**src/rtl/pll_cfg_seq_if.sv**
```systemverilog
// Request handshake between the SPI register-map decode and the PLL configuration sequencer.
// The decoder is the master and drives the request; the sequencer is the slave and answers with ready.
interface pll_cfg_seq_if;
   logic       req_valid;
   logic       req_ready;
   logic       req_pllen;
   logic [9:0] req_ratio;

   modport master (output req_valid, output req_pllen, output req_ratio, input req_ready);
   modport slave  (input req_valid, input req_pllen, input req_ratio, output req_ready);
endinterface

```
**src/rtl/pll_cfg_seq.sv**
```systemverilog
// PLL reconfiguration sequencer: bypasses the clock, powers the PLL down to settle, loads the new ratio,
// waits for a stable lock (or a timeout), then releases bypass. It also watches for lock loss while idle.
module pll_cfg_seq #(
   parameter int SETTLE_CYC   = 16,
   parameter int LOCK_TIMEOUT = 4096,
   parameter int LOCK_STABLE  = 8,
   parameter int RATIO_MIN    = 2,
   parameter int RESET_RATIO  = 6
) (
   input  logic                clk,
   input  logic                rst_n,
   pll_cfg_seq_if.slave        req,
   input  logic                pll_lock,
   output logic                pll_en,
   output logic [9:0]          pll_ratio,
   output logic                pll_bypass,
   output logic                busy,
   output logic                done,
   output logic [1:0]          err,
   output logic                lock_lost
);

   localparam int SET_W = $clog2(SETTLE_CYC) + 1;
   localparam int STB_W = $clog2(LOCK_STABLE) + 1;
   localparam int TO_W  = $clog2(LOCK_TIMEOUT) + 1;

   localparam logic [SET_W-1:0] SET_LAST = SET_W'(SETTLE_CYC - 1);
   localparam logic [STB_W-1:0] STB_MAX  = STB_W'(LOCK_STABLE);
   localparam logic [TO_W-1:0]  TO_MAX   = TO_W'(LOCK_TIMEOUT);

   localparam logic [1:0] ERR_OK        = 2'd0;
   localparam logic [1:0] ERR_BAD_RATIO = 2'd1;
   localparam logic [1:0] ERR_TIMEOUT   = 2'd2;

   typedef enum logic [2:0] {IDLE, BYP, OFF, LOAD, WAIT_LOCK, RELEASE} state_t;

   state_t             state;
   logic [SET_W-1:0]   settle_cnt;
   logic [STB_W-1:0]   stable_cnt;
   logic [TO_W-1:0]    timeout_cnt;
   logic               cap_pllen;
   logic [9:0]         cap_ratio;

   logic               accept;
   logic [STB_W-1:0]   stable_inc;
   logic [TO_W-1:0]    timeout_inc;
   logic               lock_hit;
   logic               timeout_hit;

   assign req.req_ready = (state == IDLE);
   assign busy          = (state != IDLE);
   assign accept        = req.req_valid && (state == IDLE);

   // Saturating next values; lock is checked first so a simultaneous timeout loses.
   always_comb begin
      stable_inc  = (stable_cnt == STB_MAX) ? STB_MAX : stable_cnt + 1'b1;
      timeout_inc = (timeout_cnt == TO_MAX) ? TO_MAX : timeout_cnt + 1'b1;
      lock_hit    = pll_lock && (stable_inc == STB_MAX);
      timeout_hit = (timeout_inc == TO_MAX);
   end

   always_ff @(posedge clk or negedge rst_n) begin
      if (!rst_n) begin
         state       <= IDLE;
         pll_en      <= 1'b0;
         pll_ratio   <= 10'(RESET_RATIO);
         pll_bypass  <= 1'b1;
         done        <= 1'b0;
         err         <= ERR_OK;
         lock_lost   <= 1'b0;
         settle_cnt  <= '0;
         stable_cnt  <= '0;
         timeout_cnt <= '0;
         cap_pllen   <= 1'b0;
         cap_ratio   <= 10'(RESET_RATIO);
      end else begin
         done <= 1'b0;
         case (state)
            IDLE: begin
               if (accept) begin
                  lock_lost <= 1'b0;
                  if (req.req_ratio < 10'(RATIO_MIN)) begin
                     done <= 1'b1;
                     err  <= ERR_BAD_RATIO;
                  end else begin
                     cap_pllen  <= req.req_pllen;
                     cap_ratio  <= req.req_ratio;
                     err        <= ERR_OK;
                     pll_bypass <= 1'b1;
                     state      <= BYP;
                  end
               end else if (pll_en && !pll_bypass && !pll_lock) begin
                  lock_lost  <= 1'b1;
                  pll_bypass <= 1'b1;
               end
            end
            BYP: begin
               pll_en     <= 1'b0;
               settle_cnt <= '0;
               state      <= OFF;
            end
            // The ratio only changes after the PLL has been held off for the full settle time.
            OFF: begin
               if (settle_cnt == SET_LAST) begin
                  settle_cnt <= '0;
                  if (cap_pllen) begin
                     pll_ratio <= cap_ratio;
                     state     <= LOAD;
                  end else begin
                     done  <= 1'b1;
                     err   <= ERR_OK;
                     state <= IDLE;
                  end
               end else begin
                  settle_cnt <= settle_cnt + 1'b1;
               end
            end
            LOAD: begin
               pll_en      <= 1'b1;
               stable_cnt  <= '0;
               timeout_cnt <= '0;
               state       <= WAIT_LOCK;
            end
            WAIT_LOCK: begin
               stable_cnt  <= pll_lock ? stable_inc : '0;
               timeout_cnt <= timeout_inc;
               if (lock_hit) begin
                  state <= RELEASE;
               end else if (timeout_hit) begin
                  pll_en <= 1'b0;
                  done   <= 1'b1;
                  err    <= ERR_TIMEOUT;
                  state  <= IDLE;
               end
            end
            RELEASE: begin
               pll_bypass <= 1'b0;
               done       <= 1'b1;
               err        <= ERR_OK;
               state      <= IDLE;
            end
            default: state <= IDLE;
         endcase
      end
   end

endmodule

```
**src/flat_wrapper.sv**
```systemverilog
// flat-port wrapper written by rule: the top's interface ports become plain ports
module pll_cfg_seq_flat 
#(
   parameter int SETTLE_CYC   = 16,
   parameter int LOCK_TIMEOUT = 4096,
   parameter int LOCK_STABLE  = 8,
   parameter int RATIO_MIN    = 2,
   parameter int RESET_RATIO  = 6
)
  (clk, rst_n, pll_lock, pll_en, pll_ratio, pll_bypass, busy, done, err, lock_lost, req_req_valid, req_req_pllen, req_req_ratio, req_req_ready);
  pll_cfg_seq_if req_i ();
  input  logic clk;
  input  logic rst_n;
  input  logic pll_lock;
  output logic pll_en;
  output logic [9:0] pll_ratio;
  output logic pll_bypass;
  output logic busy;
  output logic done;
  output logic [1:0] err;
  output logic lock_lost;
  input wire logic [$bits(req_i.req_valid)-1:0] req_req_valid;
  input wire logic [$bits(req_i.req_pllen)-1:0] req_req_pllen;
  input wire logic [$bits(req_i.req_ratio)-1:0] req_req_ratio;
  output wire logic [$bits(req_i.req_ready)-1:0] req_req_ready;
  assign req_i.req_valid = req_req_valid;
  assign req_i.req_pllen = req_req_pllen;
  assign req_i.req_ratio = req_req_ratio;
  assign req_req_ready = req_i.req_ready;
  pll_cfg_seq #(.SETTLE_CYC(SETTLE_CYC), .LOCK_TIMEOUT(LOCK_TIMEOUT), .LOCK_STABLE(LOCK_STABLE), .RATIO_MIN(RATIO_MIN), .RESET_RATIO(RESET_RATIO)) u_core (.clk(clk), .rst_n(rst_n), .req(req_i), .pll_lock(pll_lock), .pll_en(pll_en), .pll_ratio(pll_ratio), .pll_bypass(pll_bypass), .busy(busy), .done(done), .err(err), .lock_lost(lock_lost));
endmodule
```
**config.mk**
```make
export PLATFORM = sky130hd
export DESIGN_NAME = pll_cfg_seq_flat
export DESIGN_NICKNAME = d
export VERILOG_FILES = /design/src/rtl/pll_cfg_seq_if.sv /design/src/rtl/pll_cfg_seq.sv /design/src/flat_wrapper.sv
export SDC_FILE = /design/constraint.sdc
export NUM_CORES = 1
export LEC_CHECK = 0
export CORE_MARGIN = 3
export CORE_UTILIZATION = 45
export DETAILED_ROUTE_END_ITERATION = 8
export HOLD_SLACK_MARGIN = 0.03
export PLACE_DENSITY_LB_ADDON = 0.1
export SYNTH_ARGS = -nofsm -noshare
export SYNTH_HDL_FRONTEND = slang
export SYNTH_SLANG_ARGS = --single-unit
```
**constraint.sdc**
```tcl
create_clock -name clk -period 3.1 [get_ports clk]
set_clock_uncertainty 0.2 [all_clocks]
set_input_delay 0.62 -clock clk [delete_from_list [all_inputs] [get_ports clk]]
set_output_delay 0.62 -clock clk [all_outputs]
set_load 0.005 [all_outputs]
```
==> results.py <==
metrics = {
    "clocking": {
        "cts_tree": "done",
        "htreeDepth": 2,
        "cts_buffers": 5,
        "ctsHoldBuffers": 0,
        "cts_resized": 0,
        "clk_pin_slew_ns": 0.10,
        "clk_latency_ns": 0.31,
        "postCtsSetupRepairBufs": 0,
        "clockBufferDepth": 2,
        "cts-root-buf": "clkbuf_8",
        "clock-sinks": 52,
    },
    "yosys": {
        "synth_edf_count": 0,
        "synth_nets": 323,
        "synth_compound_area_share_pct": 16.33,
        "avgSynthCellArea_um2": 9.609,
        "synth-seq-cells": 52,
        "yosys_most_used_dff": "dfrtp_1",
        "synth_area_leader_cell": "dfrtp_1",
        "synth_cell_types": 59,
        "yosys.area_share.simple_pct": 21.40,
        "seq_area_frac_synth_pct": 44.91,
        "synthesis.area_um2": 2912,
        "yosys_warnings": 0,
        "synth_top_area_share_pct": 40.40,
        "netlist_top_cells_area": "dfrtp_1, mux2_2, o21ai_0",
        "async_flop_share_pct": 100.0,
        "synth_fa_ha_area_share_pct": 2.149,
        "netlist_instances": 303,
        "synthMuxAreaShare_pct": 8.079,
        "synth-xor-area-share_pct": 1.504,
        "synth_top_family_by_area": "simple AND/OR/NAND/NOR gates",
    },
    "power": {
        "p_leak_nw": 1.390,
        "power.density_nw_per_um2": 643.9,
        "vdd_drop_max_mv": 0.3516,
    },
    "layout": {
        "layout-drive-gt1-share_pct": 15.76,
        "syn_to_final_growth_pct": 14.31,
        "fillCellCount": 574,
        "multi_input_area_um2": 1440,
        "layout.area.seq_um2": 1308,
        "num-nets-final": 349,
        "diodes": 0,
        "stdcell_count": 405,
    },
    "critical_path": {
        "r2r.worst_path.cells": 7,
        "crit_chain": "nor3_2, clkdlybuf4s50_1",
        "critPathKind": "flop to output port",
        "timing.rr.start": "u_core.timeout_cnt[0]",
        "cpPeakStageDelay_ns": 0.58,
        "cp_data_arrival_time_ns": 1.90,
        "critPathCaptureType": "output port",
        "crit_required_ns": 2.28,
        "path_max_fanout": 13,
        "cp-start-kind": "flop",
        "worst_path_max_delay_cell": "clkdlybuf4s50_1",
        "crit_path_start": "u_core.state[1]",
    },
    "drt": {
        "vias_per_cell": 5.746,
        "drc": 0,
        "totalWireLength_mm": 6.348,
        "postRouteAntennaNets": 0,
        "drtIter0Drc": 91,
        "dr.pass1.iters": 4,
        "vias": 2327,
        "wl_per_cell_um": 15.67,
    },
    "sta": {
        "rsz0062_at_grt": "false",
        "slew_headroom_pct": 48.61,
        "min_period_ns": 2.720,
        "fmax_mhz": 367.7,
        "setup_viol": 0,
        "post-route-period-util_pct": 87.74,
        "finalHoldViolCount": 0,
        "slew_violations": 0,
        "whs_ns": 0.1734,
        "finalSetupTns_ns": 0,
        "worst_pin_slew_ns": 0.7708,
        "fin_ws_ns": 0.3801,
    },
    "floorplanning": {
        "die_x_um": 86.44,
        "initial_core_util_pct": 47.76,
        "design.core.area_um2": 6096,
        "ios": 33,
        "die_h_um": 86.44,
        "num_rows": 28,
        "fp.dieArea_um2": 7471,
    },
    "global_routing": {
        "grt_start_max_net_pins": 36,
        "grt_pass1_wl_mm": 10.98,
        "antenna_found_initial": 0,
        "gr-total-overflow": 0,
        "gr-usage-all-layers_pct": 18.08,
        "grt_pass1_vias": 2263,
    },
    "placement": {
        "portBuffers": 32,
        "gp_congestion": 0.8344,
        "dp_cells": 397,
        "dp_hpwl_mm": 4.494,
        "pre_cts_ws_ns": 0.4530,
    },
    "flow_run": {
        "cap_violations": 0,
    },
    "min_path": {
        "hold_class": "input pin to asynchronous set/reset pin",
    },
    "status": {
        "status": "finished, final reports clean",
    },
}
[final timing paths]
kind | slack, ns | to
max in group asynchronous | 1.81 | u_core.pll_bypass
hold reg to reg | 0.31 | u_core.pll_bypass
hold / removal | 0.17 | u_core.cap_pllen
min in group clk | 0.31 | u_core.pll_bypass
setup / recovery | 0.38 | req_req_ready
setup reg to reg | 0.61 | u_core.err[0]
[synth_stat cells, types with 6 or more instances]
cell,count
nand2_1,22
nor3_1,6
a31oi_1,7
o21ai_0,31
o31ai_1,6
clkbuf_1,7
dfrtp_1,47
inv_1,9
nor2_1,26
mux2_2,20
nand3_1,11
a21oi_1,15
buf_2,6
[report_power, final]
group / switching, mW / internal [mW] / leakage (nW) / total (mW)
Clock: 0.234 / 0.161 / 0.0414 / 0.395
Sequential: 0.169 / 0.833 / 0.676 / 1.00
Combinational: 0.394 / 0.351 / 0.672 / 0.745
[placed cells by master (no fill, tap or decap), drive strengths merged, types with 6 or more instances in the layout]
cell,synthesis,routed
nor2,26,26
buf,11,7
nor4,7,7
clkbuf,8,6
nand3,12,12
nor3,7,7
clkdlybuf4s50,0,31
nand2,23,23
o21ai,34,34
a21oi,15,15
dfrtp,47,47
o31ai,6,6
mux2,20,20
a31oi,7,7
inv,9,9
[state kept, by name, indices dropped and copies added, names as in the netlist, 2 cells and up]
signal,flops
u_core.state,3
u_core.settle_cnt,5
u_core.stable_cnt,4
u_core.timeout_cnt,13
u_core.err,2
u_core.cap_ratio,10
u_core.pll_ratio,10
[per-layer routing]
metal	vias to the layer above	track usage [%]	part of all wire (%)	wire length (um)
met5	-	0	0	0
met4	0	4.674	1.1	68
met3	7	3.042	3.9	249
met2	44	30.11	48	3025
met1	1128	24.48	47	3004
li1	1148	-	-	-
[stage by stage]
stage | power (mW) | util [%] | instance area [um^2]
finish | 2.143 | 54.60 | 3328
global route | 2.310 | 54.60 | 3328
CTS | 2.166 | 54.60 | 3328
detailed placement | 1.762 | 53.14 | 3239
global placement | 1.743 | 53.14 | 3239
floorplan | 1.513 | - | 2912
[final cells by class]
type                       instances  area share [%]
clock inverter                     2          0.4887
multi-input combinational        222           43.27
tap                               75           2.820
timing repair buffer              38           10.83
inverter                          10           1.128
sequential                        52           39.29
clock buffer                       6           2.180
[logic make-up (layout without fill, tap and decap cells)]
family,after synthesis,after routing
buffers and inverters,29,56
xor gates and xnor gates,5,5
muxes,21,21
DFF,52,52
AOI/OAI and AO/OA,79,79
and+or+nand+nor,112,112
adders and majority gates,5,5
[worst max-delay path, delay by kind of cell, from the launching register on]
family,cells,cell delay [ns]
flip-flops,1,0.56
AND/OR/NAND/NOR,1,0.45
buffers and inverters,1,0.58
No activity file was read; power rests on OpenSTA's default activity.
